$ cat src/rtl/ifu_prefetch_if.sv
// ifu_prefetch bus types and interface.
//   ifu_prefetch_pkg : ibus_req_t {valid, addr[63:0]}, ibus_resp_t {data_ok, data[31:0]}
//   ifu_prefetch_if  : groups the instruction-bus request/response, the redirect
//                      input and the decode-side queue port.
//     master modport (prefetcher): drives ireq, out_valid, out_pc, out_instr, fq_count;
//                                  samples iresp, redirect_valid, pc_target, out_ready.
//     slave modport  (environment): the mirror image.
package ifu_prefetch_pkg;
  typedef struct packed {
    logic        valid;
    logic [63:0] addr;
  } ibus_req_t;

  typedef struct packed {
    logic        data_ok;
    logic [31:0] data;
  } ibus_resp_t;
endpackage

interface ifu_prefetch_if #(
  parameter int DEPTH = 4
);
  import ifu_prefetch_pkg::*;

  localparam int CW = $clog2(DEPTH) + 1;

  ibus_req_t        ireq;
  ibus_resp_t       iresp;
  logic             redirect_valid;
  logic [63:0]      pc_target;
  logic             out_valid;
  logic             out_ready;
  logic [63:0]      out_pc;
  logic [31:0]      out_instr;
  logic [CW-1:0]    fq_count;

  modport master (
    output ireq,
    input  iresp,
    input  redirect_valid,
    input  pc_target,
    output out_valid,
    input  out_ready,
    output out_pc,
    output out_instr,
    output fq_count
  );

  modport slave (
    input  ireq,
    output iresp,
    output redirect_valid,
    output pc_target,
    input  out_valid,
    output out_ready,
    input  out_pc,
    input  out_instr,
    input  fq_count
  );
endinterface

$ cat src/rtl/ifu_prefetch.sv
// ifu_prefetch: instruction prefetcher with a DEPTH-entry fetch queue.
//   clk, rst   : single clock, asynchronous active-high reset.
//   bus.ireq   : one outstanding instruction request (valid held until data_ok).
//   bus.iresp  : response; data pushed into the queue with its PC.
//   bus.redirect_valid / pc_target : flush queue, refetch from pc_target.
//   bus.out_*  : head of queue toward decode (valid/ready), fq_count = occupancy.
// A request is only issued when a queue slot is guaranteed, so a response in
// WAIT can always be pushed. Redirects that land while a request is in flight
// move to DROP, which lets that request finish and throws its data away.
module ifu_prefetch
  import ifu_prefetch_pkg::*;
#(
  parameter int          DEPTH    = 4,
  parameter logic [63:0] RESET_PC = 64'h0000_0000_8000_0000
) (
  input logic            clk,
  input logic            rst,
  ifu_prefetch_if.master bus
);
  localparam int PW = $clog2(DEPTH);
  localparam int CW = PW + 1;
  localparam logic [CW-1:0] DEPTH_C = CW'(DEPTH);

  localparam logic [1:0] S_IDLE = 2'd0;
  localparam logic [1:0] S_WAIT = 2'd1;
  localparam logic [1:0] S_DROP = 2'd2;

  logic [1:0]    state_r, state_s;
  logic          req_valid_r;
  logic [63:0]   fetch_pc_r, fetch_pc_s;
  logic [63:0]   req_addr_r, req_addr_s;
  logic [PW-1:0] head_r, head_s;
  logic [PW-1:0] tail_r, tail_s;
  logic [CW-1:0] count_r, count_s;
  logic [63:0]   pc_mem_r    [DEPTH];
  logic [31:0]   instr_mem_r [DEPTH];

  logic          resp_ok_s;
  logic          pop_s;
  logic          push_s;
  logic [CW-1:0] cnt_pop_s;
  logic [CW-1:0] cnt_push_s;

  // Responses only count while a request is actually outstanding.
  assign resp_ok_s  = bus.iresp.data_ok && ((state_r == S_WAIT) || (state_r == S_DROP));
  // A redirect overrides the pop; the queue is emptied instead.
  assign pop_s      = (count_r != {CW{1'b0}}) && bus.out_ready && !bus.redirect_valid;
  assign cnt_pop_s  = count_r - {{(CW-1){1'b0}}, pop_s};
  assign cnt_push_s = cnt_pop_s + {{(CW-1){1'b0}}, 1'b1};

  // Next-state logic for the fetch FSM and queue pointers.
  always_comb begin
    state_s    = state_r;
    fetch_pc_s = fetch_pc_r;
    req_addr_s = req_addr_r;
    head_s     = head_r;
    tail_s     = tail_r;
    count_s    = count_r;
    push_s     = 1'b0;

    if (bus.redirect_valid) begin
      head_s     = {PW{1'b0}};
      tail_s     = {PW{1'b0}};
      count_s    = {CW{1'b0}};
      fetch_pc_s = bus.pc_target;
      if ((state_r == S_IDLE) || resp_ok_s) begin
        state_s    = S_WAIT;
        req_addr_s = bus.pc_target;
      end else begin
        // In-flight request cannot be retracted; wait it out and discard.
        state_s = S_DROP;
      end
    end else begin
      head_s  = head_r + {{(PW-1){1'b0}}, pop_s};
      count_s = cnt_pop_s;
      case (state_r)
        S_IDLE: begin
          if (cnt_pop_s < DEPTH_C) begin
            state_s    = S_WAIT;
            req_addr_s = fetch_pc_r;
          end else begin
            state_s = S_IDLE;
          end
        end
        S_WAIT: begin
          if (resp_ok_s) begin
            push_s     = 1'b1;
            tail_s     = tail_r + {{(PW-1){1'b0}}, 1'b1};
            count_s    = cnt_push_s;
            fetch_pc_s = req_addr_r + 64'd4;
            if (cnt_push_s < DEPTH_C) begin
              // Slot still free after this push: issue the next word immediately.
              req_addr_s = req_addr_r + 64'd4;
            end else begin
              state_s = S_IDLE;
            end
          end else begin
            state_s = S_WAIT;
          end
        end
        S_DROP: begin
          if (resp_ok_s) begin
            state_s    = S_WAIT;
            req_addr_s = fetch_pc_r;
          end else begin
            state_s = S_DROP;
          end
        end
        default: begin
          state_s = S_IDLE;
        end
      endcase
    end
  end

  // Control state registers.
  always_ff @(posedge clk or posedge rst) begin
    if (rst) begin
      state_r     <= S_IDLE;
      req_valid_r <= 1'b0;
      fetch_pc_r  <= RESET_PC;
      req_addr_r  <= RESET_PC;
      head_r      <= {PW{1'b0}};
      tail_r      <= {PW{1'b0}};
      count_r     <= {CW{1'b0}};
    end else begin
      state_r     <= state_s;
      req_valid_r <= (state_s != S_IDLE);
      fetch_pc_r  <= fetch_pc_s;
      req_addr_r  <= req_addr_s;
      head_r      <= head_s;
      tail_r      <= tail_s;
      count_r     <= count_s;
    end
  end

  // Queue storage; contents are qualified by count, so no reset is needed.
  always_ff @(posedge clk) begin
    if (push_s) begin
      pc_mem_r[tail_r]    <= req_addr_r;
      instr_mem_r[tail_r] <= bus.iresp.data;
    end
  end

  assign bus.ireq.valid = req_valid_r;
  assign bus.ireq.addr  = req_addr_r;
  assign bus.out_valid  = (count_r != {CW{1'b0}});
  assign bus.out_pc     = pc_mem_r[head_r];
  assign bus.out_instr  = instr_mem_r[head_r];
  assign bus.fq_count   = count_r;

endmodule

$ cat src/flat_wrapper.sv
// flat-port wrapper written by rule: the top's interface ports become plain ports
module ifu_prefetch_flat import ifu_prefetch_pkg::*;
#(
  parameter int          DEPTH    = 4,
  parameter logic [63:0] RESET_PC = 64'h0000_0000_8000_0000
)
  (clk, rst, bus_ireq, bus_iresp, bus_redirect_valid, bus_pc_target, bus_out_valid, bus_out_ready, bus_out_pc, bus_out_instr, bus_fq_count);
  ifu_prefetch_if #(.DEPTH(DEPTH)) bus_i ();
  input logic clk;
  input logic rst;
  output wire logic [$bits(bus_i.ireq)-1:0] bus_ireq;
  input wire logic [$bits(bus_i.iresp)-1:0] bus_iresp;
  input wire logic [$bits(bus_i.redirect_valid)-1:0] bus_redirect_valid;
  input wire logic [$bits(bus_i.pc_target)-1:0] bus_pc_target;
  output wire logic [$bits(bus_i.out_valid)-1:0] bus_out_valid;
  input wire logic [$bits(bus_i.out_ready)-1:0] bus_out_ready;
  output wire logic [$bits(bus_i.out_pc)-1:0] bus_out_pc;
  output wire logic [$bits(bus_i.out_instr)-1:0] bus_out_instr;
  output wire logic [$bits(bus_i.fq_count)-1:0] bus_fq_count;
  assign bus_ireq = bus_i.ireq;
  assign bus_i.iresp = bus_iresp;
  assign bus_i.redirect_valid = bus_redirect_valid;
  assign bus_i.pc_target = bus_pc_target;
  assign bus_out_valid = bus_i.out_valid;
  assign bus_i.out_ready = bus_out_ready;
  assign bus_out_pc = bus_i.out_pc;
  assign bus_out_instr = bus_i.out_instr;
  assign bus_fq_count = bus_i.fq_count;
  ifu_prefetch #(.DEPTH(DEPTH), .RESET_PC(RESET_PC)) u_core (.clk(clk), .rst(rst), .bus(bus_i));
endmodule
$ cat config.mk
export PLATFORM = sky130hd
export DESIGN_NAME = ifu_prefetch_flat
export DESIGN_NICKNAME = d
export VERILOG_FILES = /design/src/rtl/ifu_prefetch_if.sv /design/src/rtl/ifu_prefetch.sv /design/src/flat_wrapper.sv
export SDC_FILE = /design/constraint.sdc
export NUM_CORES = 1
export LEC_CHECK = 0
export BUFFER_PORTS_ARGS = -buffer_cell sky130_fd_sc_hd__buf_2
export CELL_PAD_IN_SITES_DETAIL_PLACEMENT = 1
export CELL_PAD_IN_SITES_GLOBAL_PLACEMENT = 1
export CORE_ASPECT_RATIO = 1.75
export CORE_MARGIN = 2
export CORE_UTILIZATION = 30
export DETAILED_ROUTE_END_ITERATION = 10
export HOLD_SLACK_MARGIN = 0.03
export PLACE_DENSITY = 0.6
export REMOVE_ABC_BUFFERS = 1
export SYNTH_ARGS = -nofsm -noshare
export SYNTH_HDL_FRONTEND = slang
export SYNTH_SLANG_ARGS = --single-unit
$ cat constraint.sdc
create_clock -name clk -period 5.3 [get_ports clk]
set_clock_uncertainty 0.05 [all_clocks]
set_input_delay 0.53 -clock clk [delete_from_list [all_inputs] [get_ports clk]]
set_output_delay 0.53 -clock clk [all_outputs]
set_load 0.05 [all_outputs]
# --- After elaboration in Yosys (flattened, before gate mapping) ---
# Memories as Yosys holds them, arrays and structs flattened.
# Index checks and enable logic that the tools add are counted.
# W data, S select, Z words.
word_totals:
  register_bits: 138
  ramBits: 384
  mem_count: 2
  input_bits: 101
  output_inout_bits: 165
  word_cells: 66
memory_table:
  columns: ["name", "words", "word_bits", "read_ports", "rd_clocked_by_memory_dff", "write_ports", "line", "source"]
  rows:
  - ["u_core.pc_mem_r", 4, 64, 1, 0, 1, "ifu_prefetch.sv:35", "logic [63:0] pc_mem_r [DEPTH];"]
  - ["u_core.instr_mem_r", 4, 32, 1, 0, 1, "ifu_prefetch.sv:36", "logic [31:0] instr_mem_r [DEPTH];"]
op_classes:
  addsub: 5
  reduce_logical: 14
  magnitude_cmp: 2
  n_mux: 29
  n_eq_ne: 7
ops:
  columns: ["operator", "count"]
  rows:
  - ["$mux W64", 9]
  - ["$pmux W64 S3", 1]
  - ["$add A64 B3 Y64 const B", 1]
  - ["$mux W2", 9]
  - ["$mux W3", 3]
  - ["$lt A3 B3 Y1 const B", 2]
  - ["$mux W1", 6]
  - ["$ne A3 B2 Y1 const B", 2]
  - ["$ne A3 B3 Y1 const B", 2]
  - ["$pmux W2 S3", 1]
  - ["$reduce_and A6 Y1", 1]
  - ["$reduce_bool A2 Y1", 3]
  - ["$reduce_bool A4 Y1", 1]
  - ["$add A3 B1 Y3 const B", 1]
  - ["$logic_and A1 B1 Y1", 3]
  - ["$reduce_bool A3 Y1", 1]
  - ["$sub A3 B1 Y3", 1]
  - ["$add A2 B1 Y2", 1]
  - ["$add A2 B1 Y2 const B", 1]
  - ["$eq A2 B1 Y1 const B", 1]
  - ["$eq A2 B2 Y1 const B", 1]
  - ["$logic_not A2 Y1", 1]
  - ["$logic_or A1 B1 Y1", 2]
  - ["$ne A2 B1 Y1 const B", 1]
  - ["other kinds (2)", 2]

# --- Longest topological paths before layout ---
logic_depth:
  depth_word: 11
  mapped_depth: 15
  ltp_nobuf: 12

# --- Least setup slack after synthesis ---
# OpenSTA, ideal clock, no wires.
synth_path:
  path_type: "register to register"
  startpoint: "reg u_core.state_r[1]"
  endpoint: "mem u_core.instr_mem_r[0][0] (enable)"
  arrival_ns: 3.847
  required_time_ns: 4.784
  period_less_slack_ns: 4.363
  stages_incl_launch_ff: 8
  setup_ns: 0.466
  setup_slack_ns: 0.937
  cell_sequence: "dfrtp_1 inv_1 ha_1 clkbuf_1 nor2b_1 clkbuf_1 clkbuf_1 and3_1"
synth_between:
  elab_chain_cells: 8
synth_lines:
  columns: ["item", "line", "source"]
  rows:
  - ["start: declaration", "ifu_prefetch.sv:28", "logic [1:0] state_r, state_s;"]
  - ["start signal: assignment", "ifu_prefetch.sv:127", "state_r <= state_s;"]
  - ["$eq A2 B1 Y1 or $eq A2 B2 Y1 (tied branches)", "ifu_prefetch.sv:45, ifu_prefetch.sv:76", null]
  - ["$logic_or A1 B1 Y1", "ifu_prefetch.sv:45", "assign resp_ok_s = bus.iresp.data_ok && ((state_r == S_WAIT) || (state_r == S_DROP));"]
  - ["$logic_and A1 B1 Y1", "ifu_prefetch.sv:45", null]
  - ["$mux W1", "ifu_prefetch.sv:86", "if (resp_ok_s) begin"]
  - ["$mux W1 (*)", "ifu_prefetch.sv:76", "case (state_r)"]
  - ["$mux W1 (*)", "ifu_prefetch.sv:61", "if (bus.redirect_valid) begin"]
  - ["$mux W1 (*)", "ifu_prefetch.sv:139", "if (push_s) begin"]
  - ["$mux W1 (implied by the code) (*)", "ifu_prefetch.sv:141", "instr_mem_r[tail_r] <= bus.iresp.data;"]
  - ["end: declaration", "ifu_prefetch.sv:36", null]
# Every way passes the cells marked *; elsewhere a longest branch is shown, timed or not.

# --- Worst setup path in the final report ---
layout_path:
  startpoint: "reg u_core.count_r[2], in the netlist u_core.bus.fq_count[2]"
  endpoint: "reg u_core.req_addr_r[18]"
layout_between:
  elab_chain_cells: 8
layout_lines:
  columns: ["item", "line", "source"]
  rows:
  - ["start: declaration", "ifu_prefetch.sv:34", "logic [CW-1:0] count_r, count_s;"]
  - ["start signal: assignment", "ifu_prefetch.sv:125", "count_r <= {CW{1'b0}};"]
  - ["start signal: assignment", "ifu_prefetch.sv:133", "count_r <= count_s;"]
  - ["$reduce_bool A3 Y1", "ifu_prefetch.sv:47", "assign pop_s = (count_r != {CW{1'b0}}) && bus.out_ready && !bus.redirect_valid;"]
  - ["$logic_and A1 B1 Y1 (2 in a row)", "ifu_prefetch.sv:47", null]
  - ["$sub A3 B1 Y3 (*)", "ifu_prefetch.sv:48", "assign cnt_pop_s = count_r - {{(CW-1){1'b0}}, pop_s};"]
  - ["$add A3 B1 Y3", "ifu_prefetch.sv:49", "assign cnt_push_s = cnt_pop_s + {{(CW-1){1'b0}}, 1'b1};"]
  - ["$lt A3 B3 Y1", "ifu_prefetch.sv:91", "if (cnt_push_s < DEPTH_C) begin"]
  - ["$ne A3 B3 Y1 (no source line)", null, null]
  - ["$reduce_and A6 Y1 (no source line) (*)", null, null]
  - ["end signal: assignment", "ifu_prefetch.sv:130", "req_addr_r <= req_addr_s;"]
  - ["end: declaration", "ifu_prefetch.sv:31", "logic [63:0] req_addr_r, req_addr_s;"]
# Marked as above.
# A chain may end at the register's enable or synchronous reset.

==> results.ini <==
[flow_run]
drv_cap=0

[route]
postRouteAntennaNets=0
wl_mm=71.0
via_count=14936
vias_per_cell=5.18
dr.pass1.iters=5
routedWlPerCell_um=24.6
dr.first_iter.drc_count=846
drc_errors=0

[yosys]
synthArstFlopShare_pct=26.4
ys_types=66
synthFlopType=edfxtp_1
seq_area_frac_synth_pct=66.0
yosysWarnings=0
synth_area_um2=22700
synthesis.instances=1587
synth-edff-count=384
synth_seq_cells=522
synth_area_per_cell_um2=14.3

[timing]
rsz0062_at_grt=false
setup_tns_ns=0
timing.final.crit_period_ns=3.94
worst_pin_slew_ns=1.15
drv_slew=0
timing.slew.headroom_pct=23.1
max_clock_freq_ghz=0.254
finalCritPeriodShare_pct=74.3
setup_viol=0
hold_viol=0

[cts]
postCtsHoldBufs=0
ctsRootBufferMaster=clkbuf_16
cts_tree=done
clk_pin_slew_ns=0.07
htreeDepth=2
cts.sinks=522
cts_setup_buffers=0
cts_buffers=52
clk_path_buf_depth=3
clk_latency_ns=0.61
cts_resized=0

[setup_path]
cp_max_fo=42
crit_type=reg -> reg
crit_path_end_kind=flop
start_kind=flop
required_ns=5.74
worstPathArrival_ns=4.38
r2r_cells=11

[global_routing]
gr-usage-all-layers_pct=18.3
grt_pass1_wl_mm=107
antenna_found_initial=14
overflow=0
grt_pass1_vias=16147
grt_max_degree=105

[die]
dieArea_um2=78000
initial_core_util_pct=30.3
io_pins=266
die_h_um=368
num_rows=133
die_w_um=212
coreArea_um2=75100

[layout]
num-fill-cells=7884
nets=1942
mostFrequentLayoutCells=384 x edfxtp_1, 264 x buf_2, 134 x dfrtp_1, 116 x nand2_1, 104 x nor2_1
area_delta_synth_final_pct=18.4
multi_input_area_um2=7270
design_area_um2=26900
register_area_um2=15000
layout-drive-gt1-share_pct=26.4
layout_commonest_cell=edfxtp_1

[place]
gp_congestion=0.805
post_dp_cell_area_um2=25200
hpwl_mm=47.0
io_buffers=265

[min_path]
min_path_type=in -> reg
hold_depth=1

[outcome]
status=complete, no violations

[power_and_ir_drop]
peakVddDrop_mv=0.284
p_leak_nw=9.39
power_density_nw_per_um2=557

==> per-layer routing <==
| metal | global-route usage [%] | wire, um |
|---|---|---|
| met5 | 0 | 95 |
| met4 | 7.76 | 2710 |
| met2 | 32.4 | 36500 |
| met3 | 3.49 | 3590 |
| met1 | 21.6 | 28100 |
==> final timing paths <==
check / start / endpoint / slack (ns)
min in group asynchronous: rst / u_core.fetch_pc_r[61] / 0.14
max in group asynchronous: rst / u_core.req_addr_r[57] / 3.92
worst max register to register: u_core.bus.fq_count[2] / u_core.req_addr_r[18] / 1.36
worst min register to register: u_core.fetch_pc_r[49] / u_core.fetch_pc_r[49] / 0.46
worst min-delay path: bus_iresp[7] / u_core.instr_mem_r[1][7] / 0.09
worst max-delay path: u_core.bus.fq_count[2] / u_core.req_addr_r[18] / 1.36
==> worst max-delay path, stage by stage, from the launching register on <==
cell and delay, ns:
dfrtp_1 0.45, or3_1 0.40, and3b_1 0.23, ha_1 0.20, ha_1 0.30, inv_1 0.07
ha_1 0.18, xnor3_1 0.43, o21ai_4 0.69, buf_4 0.51, a21oi_1 0.08, o21a_1 0.19
==> area by class of cell <==
cell class	count	share of cell area [%]
inverter	26	0.381
sequential	522	55.7
multi-input combinational	934	27.0
clock buffer	63	5.10
antenna	4	0.0372
clock inverter	32	1.25
timing repair buffer	292	5.78
tap	1012	4.70
==> sequential cells by signal, summed over array words and instances, names as in the netlist <==
signal,flops
u_core.bus.fq_count,3
u_core.fetch_pc_r,64
u_core.head_r,2
u_core.instr_mem_r,128
u_core.pc_mem_r,256
u_core.req_addr_r,64
u_core.req_valid_r,1
u_core.state_r,2
u_core.tail_r,2
==> Yosys cell counts, types with 9 or more instances <==
cell type / count / share of area (%)
buf_1: 29 / 0.48
a22o_1: 17 / 0.66
edfxtp_1: 384 / 51
or4_1: 9 / 0.30
nand3_1: 34 / 0.75
mux4_2: 96 / 9.5
ha_1: 13 / 0.72
a22oi_1: 18 / 0.59
o21ai_0: 92 / 2.0
a31oi_1: 17 / 0.47
nand4_1: 29 / 0.80
xor2_1: 22 / 0.85
xnor2_1: 24 / 0.93
o31a_1: 15 / 0.58
nor2_1: 106 / 1.8
mux2i_1: 14 / 0.62
or3_1: 10 / 0.28
dfrtp_1: 136 / 15
inv_1: 26 / 0.43
nand2_1: 116 / 1.9
o22ai_1: 13 / 0.36
buf_2: 10 / 0.22
and3_1: 19 / 0.52
nor3_1: 25 / 0.55
nor3b_1: 19 / 0.63
a21oi_1: 75 / 1.7
o31ai_1: 16 / 0.53
o2bb2ai_1: 16 / 0.62
nor4_1: 18 / 0.50
clkbuf_1: 62 / 1.0
==> logic make-up (layout without fill, tap and decap cells) <==
kind of cell | count (synthesis) | after routing | share of synthesized area (%)
buf+inv | 131 | 413 | 2.26
simple gates | 418 | 418 | 9.07
flops | 522 | 522 | 66.0
xor+xnor | 47 | 47 | 1.87
other cells | 0 | 4 | 0
compound gates | 343 | 343 | 9.84
mux | 113 | 113 | 10.3
fa+ha+maj | 13 | 13 | 0.716
==> power by group <==
group / internal [W] / switching [W] / leakage [nW]
sequential: 0.00520 / 0.00106 / 5.18
clock: 0.00214 / 0.00164 / 0.802
combinational: 0.00148 / 0.00347 / 3.41
==> stage by stage <==
step	total power (W)	hold WS (ns)	setup slack (ns)	util (%)	std cells
CTS	0.0152	0.0411	1.25	35.8	2881
global route	0.0157	0.0579	1.13	35.9	2884
finish	0.0150	0.0932	1.36	35.9	2885
global placement	0.0112	0.428	1.46	33.6	2786
detailed placement	0.0114	0.452	1.26	33.6	2786
floorplan	0.00949	0.410	0.0256	-	1482
No activity file was read; power rests on OpenSTA's default activity.
